==> config.mk <==
export PLATFORM = sky130hd
export DESIGN_NAME = imem_loader
export DESIGN_NICKNAME = d
export VERILOG_FILES = /design/src/rtl/soc_boot_pkg.sv /design/src/rtl/imem_loader_wordpack.sv /design/src/rtl/imem_loader.sv
export SDC_FILE = /design/constraint.sdc
export NUM_CORES = 1
export LEC_CHECK = 0
export BUFFER_PORTS_ARGS = -buffer_cell sky130_fd_sc_hd__buf_2
export CORE_MARGIN = 10
export CORE_UTILIZATION = 35
export DETAILED_ROUTE_END_ITERATION = 16
export PLACE_DENSITY_LB_ADDON = 0.05
export SLEW_MARGIN = 20
export SYNTH_ARGS = -nofsm -noshare
export SYNTH_HDL_FRONTEND = slang
export SYNTH_SLANG_ARGS = --single-unit
export TNS_END_PERCENT = 1
==> constraint.sdc <==
create_clock -name clk -period 2.7 [get_ports clk]
set_input_delay 0.405 -clock clk [delete_from_list [all_inputs] [get_ports clk]]
set_output_delay 0.405 -clock clk [all_outputs]
set_load 0.01 [all_outputs]
==> src/rtl/soc_boot_pkg.sv <==
// rtl/soc_boot_pkg.sv - shared boot loader state encoding and error codes
package soc_boot_pkg;

    typedef enum logic [2:0] {
        ST_IDLE,
        ST_LEN_LO,
        ST_LEN_HI,
        ST_DATA,
        ST_CSUM,
        ST_DONE,
        ST_ERR
    } ldr_state_t;

    localparam logic [1:0] ERR_NONE = 2'b00;
    localparam logic [1:0] ERR_LEN  = 2'b01;
    localparam logic [1:0] ERR_CSUM = 2'b10;
    localparam logic [1:0] ERR_TMO  = 2'b11;

    localparam logic [7:0] DEFAULT_MAGIC = 8'hA5;

endpackage

==> src/rtl/imem_loader_wordpack.sv <==
// rtl/imem_loader_wordpack.sv - little-endian byte-to-word packer with 8-bit additive checksum
module imem_loader_wordpack
    import soc_boot_pkg::*;
(
    input  logic        clk,
    input  logic        rst_n,
    input  logic        i_start,
    input  logic        i_valid,
    input  logic [7:0]  i_data,
    output logic        o_word_done,
    output logic [31:0] o_word,
    output logic [7:0]  o_sum
);

    logic [1:0]  r_idx;
    logic [23:0] r_sh;
    logic [7:0]  r_sum;

    // Earlier bytes enter at the top and slide down, so byte 0 ends up in bits [7:0].
    assign o_word_done = i_valid && (r_idx == 2'd3);
    assign o_word      = {i_data, r_sh};
    assign o_sum       = r_sum;

    always_ff @(posedge clk) begin
        if (!rst_n) begin
            r_idx <= 2'd0;
            r_sh  <= 24'd0;
            r_sum <= 8'd0;
        end else if (i_start) begin
            r_idx <= 2'd0;
            r_sum <= 8'd0;
        end else if (i_valid) begin
            r_idx <= r_idx + 2'd1;
            r_sh  <= {i_data, r_sh[23:8]};
            r_sum <= r_sum + i_data;
        end
    end

endmodule

==> src/rtl/imem_loader.sv <==
// rtl/imem_loader.sv - framed byte-stream firmware loader driving the instruction memory write port
module imem_loader
    import soc_boot_pkg::*;
#(
    parameter int         ADDR_W      = 14,
    parameter int         BASE_WORD   = 0,
    parameter int         DEPTH_WORDS = 16384,
    parameter logic [7:0] MAGIC       = DEFAULT_MAGIC,
    parameter int         TIMEOUT_CYC = 100000
) (
    input  logic              clk,
    input  logic              rst_n,
    input  logic              enable,
    input  logic              clear,
    input  logic              in_valid,
    output logic              in_ready,
    input  logic [7:0]        in_data,
    output logic              mem_we,
    output logic [ADDR_W-1:0] mem_addr,
    output logic [31:0]       mem_wdata,
    output logic [3:0]        mem_wstrb,
    output logic              busy,
    output logic              done,
    output logic              error,
    output logic [1:0]        err_code,
    output logic [ADDR_W:0]   words_written
);

    ldr_state_t        r_state, w_next;
    logic [1:0]        r_err_code, w_err_next;
    logic [7:0]        r_len_lo;
    logic [15:0]       r_len;
    logic [15:0]       r_word_cnt;
    logic [31:0]       r_tmo;
    logic              r_we;
    logic [ADDR_W-1:0] r_addr;
    logic [31:0]       r_wdata;
    logic [ADDR_W:0]   r_words;

    logic        w_acc, w_start, w_data_acc, w_word_done, w_len_bad, w_tmo_hit;
    logic [15:0] w_len;
    logic [31:0] w_word;
    logic [7:0]  w_sum;

    assign busy      = (r_state == ST_LEN_LO) || (r_state == ST_LEN_HI) ||
                       (r_state == ST_DATA)   || (r_state == ST_CSUM);
    assign in_ready  = enable && (busy || (r_state == ST_IDLE));
    assign w_acc     = in_valid && in_ready;
    assign w_start   = w_acc && (r_state == ST_IDLE) && (in_data == MAGIC);
    assign w_data_acc = w_acc && (r_state == ST_DATA);
    assign w_len     = {in_data, r_len_lo};
    assign w_len_bad = (w_len == 16'd0) ||
                       ((32'(BASE_WORD) + {16'd0, w_len}) > 32'(DEPTH_WORDS));
    assign w_tmo_hit = busy && !w_acc && (r_tmo == 32'(TIMEOUT_CYC - 1));

    assign done          = (r_state == ST_DONE);
    assign error         = (r_state == ST_ERR);
    assign err_code      = r_err_code;
    assign mem_we        = r_we;
    assign mem_addr      = r_addr;
    assign mem_wdata     = r_wdata;
    assign mem_wstrb     = r_we ? 4'hF : 4'h0;
    assign words_written = r_words;

    imem_loader_wordpack u_pack (
        .clk         (clk),
        .rst_n       (rst_n),
        .i_start     (w_start),
        .i_valid     (w_data_acc),
        .i_data      (in_data),
        .o_word_done (w_word_done),
        .o_word      (w_word),
        .o_sum       (w_sum)
    );

    always_ff @(posedge clk) begin
        if (!rst_n) begin
            r_state    <= ST_IDLE;
            r_err_code <= ERR_NONE;
        end else begin
            r_state    <= w_next;
            r_err_code <= w_err_next;
        end
    end

    always_comb begin
        w_next     = r_state;
        w_err_next = r_err_code;
        case (r_state)
            ST_IDLE:   if (w_start) w_next = ST_LEN_LO;
            ST_LEN_LO: if (w_acc) w_next = ST_LEN_HI;
            ST_LEN_HI: begin
                if (w_acc) begin
                    if (w_len_bad) begin
                        w_next     = ST_ERR;
                        w_err_next = ERR_LEN;
                    end else begin
                        w_next = ST_DATA;
                    end
                end
            end
            ST_DATA:   if (w_word_done && (r_word_cnt == r_len - 16'd1)) w_next = ST_CSUM;
            ST_CSUM: begin
                if (w_acc) begin
                    if (in_data == w_sum) begin
                        w_next = ST_DONE;
                    end else begin
                        w_next     = ST_ERR;
                        w_err_next = ERR_CSUM;
                    end
                end
            end
            ST_DONE, ST_ERR: begin
                if (clear) begin
                    w_next     = ST_IDLE;
                    w_err_next = ERR_NONE;
                end
            end
            default:   w_next = ST_IDLE;
        endcase
        if (w_tmo_hit) begin
            w_next     = ST_ERR;
            w_err_next = ERR_TMO;
        end
    end

    // The write for a completed word is registered, so it still issues when the FSM moves on.
    always_ff @(posedge clk) begin
        if (!rst_n) begin
            r_len_lo   <= 8'd0;
            r_len      <= 16'd0;
            r_word_cnt <= 16'd0;
            r_tmo      <= 32'd0;
            r_we       <= 1'b0;
            r_addr     <= '0;
            r_wdata    <= 32'd0;
            r_words    <= '0;
        end else begin
            r_we <= 1'b0;
            if (w_start) begin
                r_word_cnt <= 16'd0;
                r_words    <= '0;
            end
            if (w_acc && (r_state == ST_LEN_LO)) r_len_lo <= in_data;
            if (w_acc && (r_state == ST_LEN_HI)) r_len <= w_len;
            if (w_word_done) begin
                r_we       <= 1'b1;
                r_addr     <= ADDR_W'(32'(BASE_WORD) + {16'd0, r_word_cnt});
                r_wdata    <= w_word;
                r_word_cnt <= r_word_cnt + 16'd1;
                r_words    <= r_words + (ADDR_W+1)'(1);
            end
            if (busy && !w_acc) r_tmo <= r_tmo + 32'd1;
            else                r_tmo <= 32'd0;
        end
    end

endmodule

Word level (Yosys, flattened, before mapping)
Index checks and enable logic that the tools add are counted.

word-level totals
  register bits = 173
  output and inout port bits = 72

cells by class
  reduce and logical (&&, ||, !) cells = 29
  order comparisons = 1
  equality and inequality tests = 25
  bitwise logic cells = 2
  mux-type cells = 23
  add/subtract/negate cells = 6

operator list
  cell                                                                     number
  32-bit by 1-bit adder with 32-bit output, second input constant          1
  32-bit by 17-bit equality test with 1-bit output, second input constant  1
  16-bit two-way mux                                                       2
  15-bit two-way mux                                                       2
  3-bit two-way mux                                                        8
  3-bit inequality test, second input constant                             6
  3-bit one-hot mux with 6 select lines                                    1
  6-bit AND reduction                                                      3
  16-bit by 1-bit adder with 16-bit output, second input constant          1
  16-bit equality test                                                     1
  16-bit by 15-bit > comparator with 1-bit output, second input constant   1
  16-bit zero test                                                         1
  16-bit by 1-bit subtractor with 16-bit output, second input constant     1
  15-bit by 1-bit adder with 15-bit output, second input constant          1
  2-bit two-way mux                                                        7
  1-bit logical AND                                                        11
  3-bit equality test, second input constant                               3
  8-bit adder                                                              1
  8-bit equality test                                                      1
  8-bit equality test, second input constant                               1
  2-bit inequality test, second input constant                             4
  3-bit by 2-bit equality test with 1-bit output, second input constant    2
  3-bit by 2-bit inequality test with 1-bit output, second input constant  2
  2-bit one-hot mux with 3 select lines                                    1
  other kinds (14)                                                         23

Depth between registers and ports, before layout
Gate-level depths: netlist (run 1).

  depth after elaboration = 13
  gate-level depth with buffers = 10

By module
From an unflattened synthesis (run 1), not the netlist that was laid out.

unflattened totals
  cell total of the unflattened synthesis = 952
  area total of the unflattened synthesis = 8508.2 um2

by module, submodules not included
  module                times used  area an instance (um2)  cells an instance  seq. area each (um2)
  imem_loader           1           6852.8                  756                2782.7
  imem_loader_wordpack  1           1655.3                  196                680.7

Worst setup path after synthesis (run 1)
No wires, ideal clock.

  kind = reg-to-reg
  from = register r_len[0]
  to = register r_state[0]
  cell stages (with the launch flop) = 11
  path buffers = 1
  setup time = 0.121 ns
  clock period less this slack = 2.537 ns
  path slack = 0.163 ns
  arrival time = 2.416 ns
  required time = 2.579 ns
  cell sequence = dfxtp_1 -> inv_1 -> ha_1 -> or4b_1 -> clkbuf_1 -> nor4_2 -> mux2i_1 -> mux2i_1 -> o2111a_2 -> nor2_1 -> mux2_4

on the way
  word-level cells in the longest chain between the ends = 5

ends and longest elaborated chain
  what                                                        line                text
  start: declaration                                          imem_loader.sv:32   logic [15:0] r_len;
  start signal: assignment                                    imem_loader.sv:145  if (w_acc && (r_state == ST_LEN_HI)) r_len <= w_len;
  16-bit by 1-bit subtractor with 16-bit output               imem_loader.sv:102  ST_DATA: if (w_word_done && (r_word_cnt == r_len - 16'd1)) w_next = ST_CSUM;
  16-bit equality test                                        imem_loader.sv:102
  1-bit logical AND                                           imem_loader.sv:102
  2-bit by 1-bit inequality test with 1-bit output (no line)  --
  6-bit AND reduction (no line)                               --
  end signal: assignment                                      imem_loader.sv:81   r_state <= w_next;
  end: declaration                                            imem_loader.sv:29   ldr_state_t r_state, w_next;

Every way passes these cells.
A chain may end at the register's enable or synchronous reset.

Worst setup path in the final report (run 1)
  from = register r_len[6]
  to = register r_state[0]

The elaborated chain is that of the path after synthesis.

==> summary.md, run 1 <==
| Metric | Value |
|---|---|
| Initial Util | `between 30% and 40%` |
| Predominant post-synthesis flop cell | `dfxtp_1` |
| Post-CTS setup buffers | `0` |
| Die area | `~29000 sq um` |
| Post-synthesis compound-gate area fraction | `around 14%` |
| Vias in the first global route | `between 6000 and 7000` |
| Worst hold path cell count | `3` |
| Layout cells sized above 1 | `16.38%` |
| Final wirelength | `~22000 microns` |
| FP Rows | `54` |
| Global-route wire length before repair | `about 36000 microns` |
| Synthesis-to-finish area growth | `18.68%` |
| Clk sinks | `173` |
| Number of vias per cell | `5.068` |
| Worst-Skew Late Latency | `between 400 and 500 ps` |
| Arr. time, crit path | `between 2000 and 3000 ps` |
| Logic pwr share | `between 2 and 2.5%` |
| P_leak | `roughly 3.4 nW` |
| Seq/Total Area, Yosys | `around 44%` |
| Pin count of the biggest net entering global routing | `63` |
| Period minus WS final | `around 2500 ps` |
| Critical path's top delay family | `simple AND/OR/NAND/NOR gates` |
| Synth Area in Adders | `approximately 2.4%` |
| Power per cell area | `approximately 550 nW/um^2` |
| DIE WIDTH | `between 150 and 200 microns` |
| Yosys warns | `0` |
| Syn avg cell area | `approximately 7.9 sq um` |
| Post-synthesis net count | `just over 1000` |
| Setup violations, final | `0` |
| Mapped Area | `7796 sq um` |
| Hold_buf cts | `0` |
| H-tree depth | `4` |
| Register share of total power | `approximately half` |
| # DRC | `0` |
| DP HPWL | `between 15000 and 20000 microns` |
| Post-Synthesis Cells | `between 900 and 1000` |
| Slew Limit Fails | `0` |
| Routed Antenna Nets | `0` |
| R2r setup slk | `150 ps` |
| Clk buf depth | `2` |
| Worst-path clk slew | `approximately 70 ps` |
| Worst r2r path cells | `7` |
| Iter 0 DRT Violations | `between 300 and 400` |
| Netlist cell types | `between 60 and 70` |
| Final core utilization | `between 40% and 50%` |
| Worst hold slack | `between 200 and 300 ps` |
| Wire length per cell | `approximately 16 microns` |
| Clock power frac | `48.1%` |
| Crit path kind | `reg2reg` |
| Hold Fails Final Rpt | `0` |
| I/O Buffers | `84` |
| Hold endpoint | `u_pack.r_sh[16]` |
| Root Buffer | `clkbuf_16` |
| Worst IR Drop VDD | `0.3418 mV` |
| DR pass1 iterations | `5` |
| Switching pwr | `~1.3 mW` |
| Internal | `roughly 3.8 mW` |
| Critical path peak fanout | `8` |
| Main combinational cell family by area after synthesis | `simple AND/OR/NAND/NOR gates` |
| Inserted Clock Buffers | `17` |
| HP Start | `in_data[0]` |
| Final nets | `1100` |
| Critical Path, Cell by Cell | `or4_4 > nor4_4 > mux2i_1 > a2111oi_2 > o2111a_2 > nor2_1 > mux2_4` |
| CTS tree | `done` |
| Routability cong. | `between 0.8 and 0.9` |
| Switching Fraction | `between 20% and 30%` |
| RR Endpoint | `r_state[0]` |
| Multiplexer area fraction after synthesis | `roughly 1.9%` |
| Initial antenna violation count | `1` |
| Slew Limit Headroom | `between 50% and 60%` |
| Max Clock Freq | `0.3923 GHz` |
| Total congestion overflow | `0` |
| Type of origin of the critical path | `flop` |
| Clock Skew | `10.05 ps` |
| Final Power | `between 5 and 6 mW` |
| FF-to-FF Start | `r_len[6]` |
| Core area | `roughly 22000 sq um` |
| Die height | `roughly 170 microns` |
| Worst-path cell with the longest stage delay | `or4_4` |
| # fillers | `2331` |
| Ys async rst share | `0%` |
| Simple-Gate Fraction of Synth Area | `between 20% and 30%` |
| Outcome | `completed` |
| Total global-route track usage | `between 10% and 20%` |
| Most common cell after layout, fill and taps aside | `nand2_1` |
| DR vias | `6933` |
| Tcrit/Tclk final | `94.41%` |
| Commonest non-fill, non-tap cells in the layout | `nand2_1, dfxtp_1, a21oi_1, nor2_1, buf_2` |
| Worst min-delay path category | `in2reg` |
| Critical Path End Type | `flop` |
| IO Pins | `between 80 and 90` |
| Slew @ Worst Pin | `slightly above 700 ps` |
| Yosys reg bits | `173` |
| CP Data Required Time | `slightly above 3000 ps` |
| XOR/XNOR share of the synthesized area | `between 6 and 7%` |
| CP bufs+invs | `0` |
| CP max stage delay | `600 ps` |
| Max Cap Viol | `0` |
| Post-synth EDFFs | `0` |
[area by class of cell]
type	count	area [sq um]	area share, %
antenna	1	2.502	0.02705
clock buffer	17	425.4	4.598
clock inverter	15	167.7	1.812
inverter	12	47.55	0.5139
multi-input combinational	747	4070	43.99
sequential	173	3463	37.43
tap	280	350.3	3.786
timing repair buffer	123	725.7	7.843
[through the flow]
step / instances / area, sq um / setup slack, ps / TNS, ps
2_1_floorplan: 991 / 7796 / 162.9 / 0
3_3_place_gp: 1335 / 8632 / 121.7 / 0
3_5_place_dp: 1335 / 8638 / 58.22 / 0
4_1_cts: 1367 / 9231 / 61.29 / 0
5_1_grt: 1367 / 9250 / -10.59 / -10.59
6_report: 1368 / 9253 / 151.0 / 0
[cells by family after synthesis]
logic type	count (synthesis)
buf+inv	71
simple gates	475
mux	14
fa+ha+maj	15
compound gates	188
xor+xnor	55
flops	173
[routing by layer]
metal | global-route usage (%) | share of wire, %
met4 | 4.653 | 1.1
met1 | 20.96 | 49
met2 | 24.01 | 46
met3 | 3.057 | 3.8
met5 | 0 | 0
[Yosys cell counts (all sizes together) (4+ instances only)]
library cell    n  area, sq um
nor2b           5        31.28
clkbuf         48        180.2
buf            11        71.32
o21ai          26        130.1
a21oi         117        589.3
nand2         229        859.6
a31oi          10        62.56
and3           10        62.56
xnor2          27        236.5
o21a            7        52.55
or4             6        48.80
mux2i          11        110.1
nor4           21        152.6
nand4          14        87.58
nand3          38        190.2
inv            11        41.29
or3             4        25.02
nor3           24        120.1
nor2          100        375.4
nand3b          5        37.54
ha             12        150.1
xor2           28        245.2
dfxtp         173         3463
or2             8        50.05
[what timing repair did]
| action | in CTS | in global routing |
|---|---|---|
| endpoints found under the setup margin | 0 | 2 |
| gates resized for setup | 0 | 3 |
| hold endpoints to repair | 0 | 0 |
[worst min-delay path, cell delays in order]
cell and delay, ps:
buf_2 160, nand2_1 70, a21oi_1 50
[how the worst max path moves through the flow]
stage                 endpoint     start  slack (ps)  cells after the start
finish              r_state[0]  r_len[6]         150                      7
global route        r_state[0]  r_len[1]         -10                      9
CTS                 r_state[0]  r_len[1]          60                      9
detailed placement  r_state[0]  r_len[1]          60                      9
global placement    r_state[0]  r_len[1]         120                      9
floorplan           r_state[0]  r_len[0]         160                     10
[power groups by stage]
stage	combinational, mW	sequential (mW)	clock, mW
floorplan	0.0562	2.61	0
detailed placement	0.117	2.61	0
global placement	0.118	2.61	0
CTS	0.117	2.55	2.55
global route	0.127	2.55	2.65
finish	0.116	2.55	2.47
[sequential cells by signal, summed over array words and instances, names as in the netlist, 3 cells and up]
name,cells
r_word_cnt,16
u_pack.r_sh,24
r_state,3
r_tmo,32
mem_wdata,32
r_len,16
words_written,15
r_len_lo,8
mem_addr,14
u_pack.o_sum,8
Note: power is estimated with default switching activity, not from simulation.
==> run 2: changes to the inputs <==
clock period = 2.5 ns   (was 2.7 ns; I/O delays follow)
==> run 2 against run 1 <==
Compared with the run above:
- design area grew 2.1%
- wire length down 0.35%
- setup slack worse by 87 ps
- clock skew is 5.9 ps higher
- via count about the same
- highest routed layer unchanged
- critical endpoint unchanged
==> summary.md, run 2 (synthesis results as in run 1) <==
| Metric | Value |
|---|---|
| P_leak | `3.520 nW (was 3.406 nW)` |
| Root Buffer | `clkbuf_16 (unchanged)` |
| DR vias | `6937 (was 6933)` |
| Clock Skew | `15.98 ps (was 10.05 ps)` |
| CP Data Required Time | `2820 ps (was 3020 ps)` |
| Wire length per cell | `16.07 microns (was 16.31 microns)` |
| I/O Buffers | `84 (unchanged)` |
| Clk sinks | `173 (unchanged)` |
| Slew Limit Headroom | `66.08% (was 52.78%)` |
| Placed Area | `8773 sq um (was 8638 sq um)` |
| Synthesis-to-finish area growth | `21.18% (was 18.68%)` |
| Iter 0 DRT Violations | `445 (was 361)` |
| Final nets | `1116 (was 1100)` |
| Outcome | `completed (unchanged)` |
| Worst-path cell with the longest stage delay | `or4b_4 (was or4_4)` |
| Power per cell area | `598.9 nW/um^2 (was 554.6 nW/um^2)` |
| DIE WIDTH | `169.2 microns (unchanged)` |
| Total global-route track usage | `15.26% (was 15.38%)` |
| Critical Path, Cell by Cell | `inv_1 > ha_1 > or4b_4 > nor4_4 > mux2i_1 > mux2i_1 > o2111a_2 > nor2_4 > mux2_4 (was or4_4 > nor4_4 > mux2i_1 > a2111oi_2 > o2111a_2 > nor2_1 > mux2_4)` |
| Commonest non-fill, non-tap cells in the layout | `nand2_1, dfxtp_1, a21oi_1, nor2_1, buf_2 (unchanged)` |
| Slew @ Worst Pin | `504.2 ps (was 706.1 ps)` |
| Global-route wire length before repair | `35770 microns (was 36270 microns)` |
| H-tree depth | `4 (unchanged)` |
| Routability cong. | `0.8331 (was 0.8310)` |
| DP HPWL | `15890 microns (was 15700 microns)` |
| Register share of total power | `48.7% (was 49.7%)` |
| Clock power frac | `49.0% (was 48.1%)` |
| RSZ-0062 raised after global routing | `true` |
| Inserted Clock Buffers | `17 (unchanged)` |
| Total congestion overflow | `0 (unchanged)` |
| Critical Path End Type | `flop (unchanged)` |
| Logic pwr share | `2.3% (about the same)` |
| Layout cells sized above 1 | `18.13% (was 16.38%)` |
| # fillers | `2292 (was 2331)` |
| Initial Util | `35.61% (unchanged)` |
| Most common cell on crit path | `mux2i_1` |
| # DRC | `0 (unchanged)` |
| Post-cts gate resize count | `1 (was 0)` |
| Switching Fraction | `26.09% (was 25.40%)` |
| Switching pwr | `1.476 mW (was 1.304 mW)` |
| Final Cell Area | `9448 sq um (was 9253 sq um)` |
| Type of origin of the critical path | `flop (unchanged)` |
| Final wirelength | `22230 microns (was 22310 microns)` |
| Clk buf depth | `2 (unchanged)` |
| Crit path kind | `reg2reg (unchanged)` |
| CTS tree | `done (unchanged)` |
| Hold Fails Final Rpt | `0 (unchanged)` |
| CP max stage delay | `530 ps (was 600 ps)` |
| Internal | `4.182 mW (was 3.828 mW)` |
| Max Clock Freq | `0.4105 GHz (was 0.3923 GHz)` |
| Initial antenna violation count | `0 (was 1)` |
| Setup TNS | `0 ps (unchanged)` |
| Routed Antenna Nets | `0 (unchanged)` |
| Most common cell after layout, fill and taps aside | `nand2_1 (unchanged)` |
| DR pass1 iterations | `5 (unchanged)` |
| Die area | `28640 sq um (unchanged)` |
| Post-CTS setup buffers | `0 (unchanged)` |
| Tcrit/Tclk final | `97.45% (was 94.41%)` |
| Worst min-delay path category | `in2reg (unchanged)` |
| Critical path peak fanout | `6 (was 8)` |
| Period minus WS final | `2436 ps (was 2549 ps)` |
| FP Rows | `54 (unchanged)` |
| Pin count of the biggest net entering global routing | `63 (unchanged)` |
| Worst IR Drop VDD | `0.3951 mV (was 0.3418 mV)` |
| Max Cap Viol | `0 (unchanged)` |
| Hold_buf cts | `0 (unchanged)` |
| Setup violations, final | `0 (unchanged)` |
| Worst-Skew Late Latency | `440 ps (was 430 ps)` |
| Vias in the first global route | `6588 (was 6663)` |
| IO Pins | `85 (unchanged)` |
| Worst-path clk slew | `80 ps (was 70 ps)` |
| Slew Limit Fails | `0 (unchanged)` |
| Die height | `169.2 microns (unchanged)` |
| Antenna cells | `0 (was 1)` |
| Core area | `21890 sq um (unchanged)` |
| Number of vias per cell | `5.016 (was 5.068)` |
| Arr. time, crit path | `2760 ps (was 2870 ps)` |
## run 2: cell count changes in the layout (fill, tap and decap cells not counted), sizes merged
cell | previous run | this run
clkinv | 6 | 9
clkinvlp | 3 | 0
buf | 123 | 139
diode | 1 | 0
## run 2: power by group through the flow
stage                     Clock, mW  Combinational [mW]  Sequential (mW)
after floorplan                   0              0.0608             2.82
after global placement            0               0.135             2.82
final                          2.77               0.132             2.75
after detailed placement          0               0.134             2.82
after CTS                      2.86               0.135             2.75
after global routing           2.98               0.143             2.75
## run 2: metal layers
layer / up-vias / track usage [%] / routed length [microns]
met1: 3239 / 20.67 / 11060
met5: - / 0 / 0
met4: 0 / 3.790 / 222
li1: 3581 / - / -
met2: 96 / 24.11 / 10240
met3: 21 / 3.358 / 713
## run 2: worst max-delay path: cells and delay by family, from the launching register on
| kind | cells | cell delay (ps) |
|---|---|---|
| AO/OA/AOI/OAI | 1 | 310 |
| flip-flops | 1 | 330 |
| AND/OR/NAND/NOR | 3 | 870 |
| adder cells (fa/ha/maj) | 1 | 140 |
| buffers and inverters | 1 | 50 |
| multiplexers | 3 | 610 |
## run 2: cell type report
cell class	instances	area [sq um]	share of cell area [%]
clock buffers	17	425.4	4.503
clock inverters	15	206.4	2.185
repair buffers	139	858.3	9.085
multi-input cells	747	4095	43.35
flip-flops and latches	173	3465	36.67
inverters	12	47.55	0.5032
well taps	280	350.3	3.708
## run 2: final timing paths
check	start	endpoint	slack, ps	cells after the start
worst max-delay path	r_len[1]	r_state[0]	60	9
worst min-delay path	in_data[5]	u_pack.r_sh[21]	290	3
worst max register to register	r_len[1]	r_state[0]	60	9
worst min register to register	mem_addr[4]	mem_addr[4]	450	2
## run 2: through the flow
| step | power [mW] | setup WS, ps | hold slack (ps) | util, % | instances |
|---|---|---|---|---|---|
| 2_1_floorplan | 2.879 | 19.41 | 417.5 | - | 991 |
| 3_3_place_gp | 2.953 | -39.67 | 434.2 | 40.08 | 1351 |
| 3_5_place_dp | 2.952 | -67.72 | 440.1 | 40.08 | 1351 |
| 4_1_cts | 5.747 | 19.56 | 279.8 | 42.98 | 1383 |
| 5_1_grt | 5.877 | -54.64 | 295.5 | 43.16 | 1383 |
| 6_report | 5.658 | 63.74 | 285.7 | 43.16 | 1383 |
==> run 3: changes to the inputs <==
BUFFER_PORTS_ARGS = -buffer_cell sky130_fd_sc_hd__clkbuf_2   (was -buffer_cell sky130_fd_sc_hd__buf_2)
==> run 3 against run 2 <==
Compared with the run above:
- wire length about the same
- critical endpoint unchanged
- clock power increased by 4%
- setup slack got worse by 46 ps
- critical path depth unchanged
- first-iteration DRC count increased by 3.1%
- non-clock buffer count increased by 2
- power increased by 1.8%
- final cell count increased by 0.14%
- combinational power increased by 3%
- global-route usage about the same
==> summary.md, run 3 (synthesis results as in run 1) <==
| Metric | Value |
|---|---|
| CTS tree | `done (unchanged)` |
| Hold_buf cts | `0 (unchanged)` |
| Antenna cells | `0 (unchanged)` |
| Seq. cell area | `3463 sq um (was 3465 sq um)` |
| Total congestion overflow | `0 (unchanged)` |
| Clk sinks | `173 (unchanged)` |
| I/O Buffers | `84 (unchanged)` |
| Core area | `21890 sq um (unchanged)` |
| Iter 0 DRT Violations | `459 (was 445)` |
| Tcrit/Tclk final | `99.30% (was 97.45%)` |
| DR pass1 iterations | `4 (was 5)` |
| Power per cell area | `607.4 nW/um^2 (was 598.9 nW/um^2)` |
| Synthesis-to-finish area growth | `21.67% (was 21.18%)` |
| IO Pins | `85 (unchanged)` |
| Max Clock Freq | `0.4028 GHz (was 0.4105 GHz)` |
| Pin count of the biggest net entering global routing | `64 (was 63)` |
| Layout cells sized above 1 | `18.19% (was 18.13%)` |
| Hold Fails Final Rpt | `0 (unchanged)` |
| Placed Area | `8801 sq um (was 8773 sq um)` |
| Final Power | `5.761 mW (was 5.658 mW)` |
| Global-route wire length before repair | `35780 microns (was 35770 microns)` |
| Slew Limit Headroom | `62.40% (was 66.08%)` |
| Number of vias per cell | `5.012 (was 5.016)` |
| RSZ-0062 raised after global routing | `true (unchanged)` |
| Worst-path clk slew | `80 ps (about the same)` |
| Root Buffer | `clkbuf_16 (unchanged)` |
| Post-cts gate resize count | `2 (was 1)` |
| Final wirelength | `22230 microns (about the same)` |
| H-tree depth | `4 (unchanged)` |
| CP Data Required Time | `2820 ps (about the same)` |
| Commonest non-fill, non-tap cells in the layout | `nand2_1, dfxtp_1, a21oi_1, nor2_1, clkbuf_2 (was nand2_1, dfxtp_1, a21oi_1, nor2_1, buf_2)` |
| Total global-route track usage | `15.26% (about the same)` |
| Slew Limit Fails | `0 (unchanged)` |
| Type of origin of the critical path | `flop (unchanged)` |
| Routability cong. | `0.8217 (was 0.8331)` |
| DIE WIDTH | `169.2 microns (unchanged)` |
| Setup violations, final | `0 (unchanged)` |
| DR vias | `6942 (was 6937)` |
| Setup TNS | `0 ps (unchanged)` |
| Worst-Skew Late Latency | `440 ps (about the same)` |
| Final nets | `1118 (was 1116)` |
| Die area | `28640 sq um (unchanged)` |
| P_leak | `3.476 nW (was 3.520 nW)` |
| Routed Antenna Nets | `0 (unchanged)` |
| Critical path peak fanout | `6 (unchanged)` |
| # fillers | `2257 (was 2292)` |
| Slew @ Worst Pin | `558.9 ps (was 504.2 ps)` |
| CP bufs+invs | `1 (unchanged)` |
| Crit path kind | `reg2reg (unchanged)` |
| Final Cell Area | `9485 sq um (was 9448 sq um)` |
| Most common cell after layout, fill and taps aside | `nand2_1 (unchanged)` |
| Die height | `169.2 microns (unchanged)` |
| Critical path's top delay family | `simple AND/OR/NAND/NOR gates (unchanged)` |
| CP max stage delay | `530 ps (about the same)` |
| Inserted Clock Buffers | `17 (unchanged)` |
| Critical Path End Type | `flop (unchanged)` |
| Outcome | `completed (unchanged)` |
| Worst min-delay path category | `in2reg (unchanged)` |
| Met1 WL | `11010 microns (was 11060 microns)` |
| Wire length on met2 | `10190 microns (was 10240 microns)` |
| Period minus WS final | `2483 ps (was 2436 ps)` |
| Vias in the first global route | `6610 (was 6588)` |
| Setup WS pre-CTS | `-103.6 ps (was -67.72 ps)` |
| Setup ws final | `17.43 ps (was 63.74 ps)` |
| Clock Skew | `17.66 ps (was 15.98 ps)` |
| Initial Util | `35.61% (unchanged)` |
| Critical Path, Cell by Cell | `inv_1 > ha_1 > or4b_4 > nor4_2 > o32ai_1 > a2111oi_2 > o2111a_2 > nor2_2 > mux2_4 (was inv_1 > ha_1 > or4b_4 > nor4_4 > mux2i_1 > mux2i_1 > o2111a_2 > nor2_4 > mux2_4)` |
| FP Rows | `54 (unchanged)` |
| WL met3 | `783 microns (was 713 microns)` |
| Clk buf depth | `2 (unchanged)` |
| Max Cap Viol | `0 (unchanged)` |
| Initial antenna violation count | `0 (unchanged)` |
| Worst IR Drop VDD | `0.3709 mV (was 0.3951 mV)` |
| DR top layer | `met4 (unchanged)` |
| Arr. time, crit path | `2800 ps (was 2760 ps)` |
| Wire length per cell | `16.05 microns (was 16.07 microns)` |
| Area occupied by multi-input gates | `4095 sq um (unchanged)` |
| Post-CTS setup buffers | `0 (unchanged)` |
| DP HPWL | `15910 microns (was 15890 microns)` |
| # DRC | `0 (unchanged)` |
| Worst-path cell with the longest stage delay | `or4b_4 (unchanged)` |
run 3: cell count changes in the layout (fill, tap and decap cells not counted), moves of 3 or more:
cell / change
clkbuf_2: +84
inv_12: -3
inv_8: +3
buf_2: -84
run 3: path summary, 6_finish.rpt:
kind | startpoint | end | slack (ps) | cells after the start
setup / recovery | r_len[0] | r_state[0] | 20 | 9
setup reg to reg | r_len[0] | r_state[0] | 20 | 9
hold reg to reg | r_tmo[0] | r_tmo[0] | 450 | 1
hold / removal | in_data[6] | u_pack.r_sh[22] | 250 | 3
run 3: per-layer routing:
metal	track usage (%)	up-vias
met3	2.918	15
met1	20.62	3240
met2	23.99	92
met5	0	-
met4	4.878	0
li1	-	3595
run 3: where the power goes:
part           total (mW)  switching (mW)  internal [mW]
clock network        2.87            1.32           1.55
logic               0.136          0.0920         0.0436
registers            2.75        0.000278           2.75
total                5.76            1.41           4.35
run 3: metrics by stage:
| stage | util (%) | std cells | hold slack [ps] |
|---|---|---|---|
| after floorplan | - | 991 | 417.5 |
| after global placement | 40.20 | 1353 | 436.3 |
| after detailed placement | 40.20 | 1353 | 437.3 |
| after CTS | 43.19 | 1385 | 240.2 |
| after global routing | 43.33 | 1385 | 260.5 |
| final | 43.33 | 1385 | 253.9 |
run 3: tightest hold or removal path: cells and delay by family:
kind	cells	cell delay, ps
AND/OR/NAND/NOR	1	80
buffers and inverters	1	150
AO/OA/AOI/OAI	1	50
run 3: layout make-up:
class / instances / share of cell area, %
Multi-Input combinational cell: 747 / 43.17
Timing Repair Buffer: 141 / 9.339
Tap cell: 280 / 3.693
Sequential cell: 173 / 36.51
Clock buffer: 17 / 4.485
Clock inverter: 15 / 2.295
Inverter: 12 / 0.5013
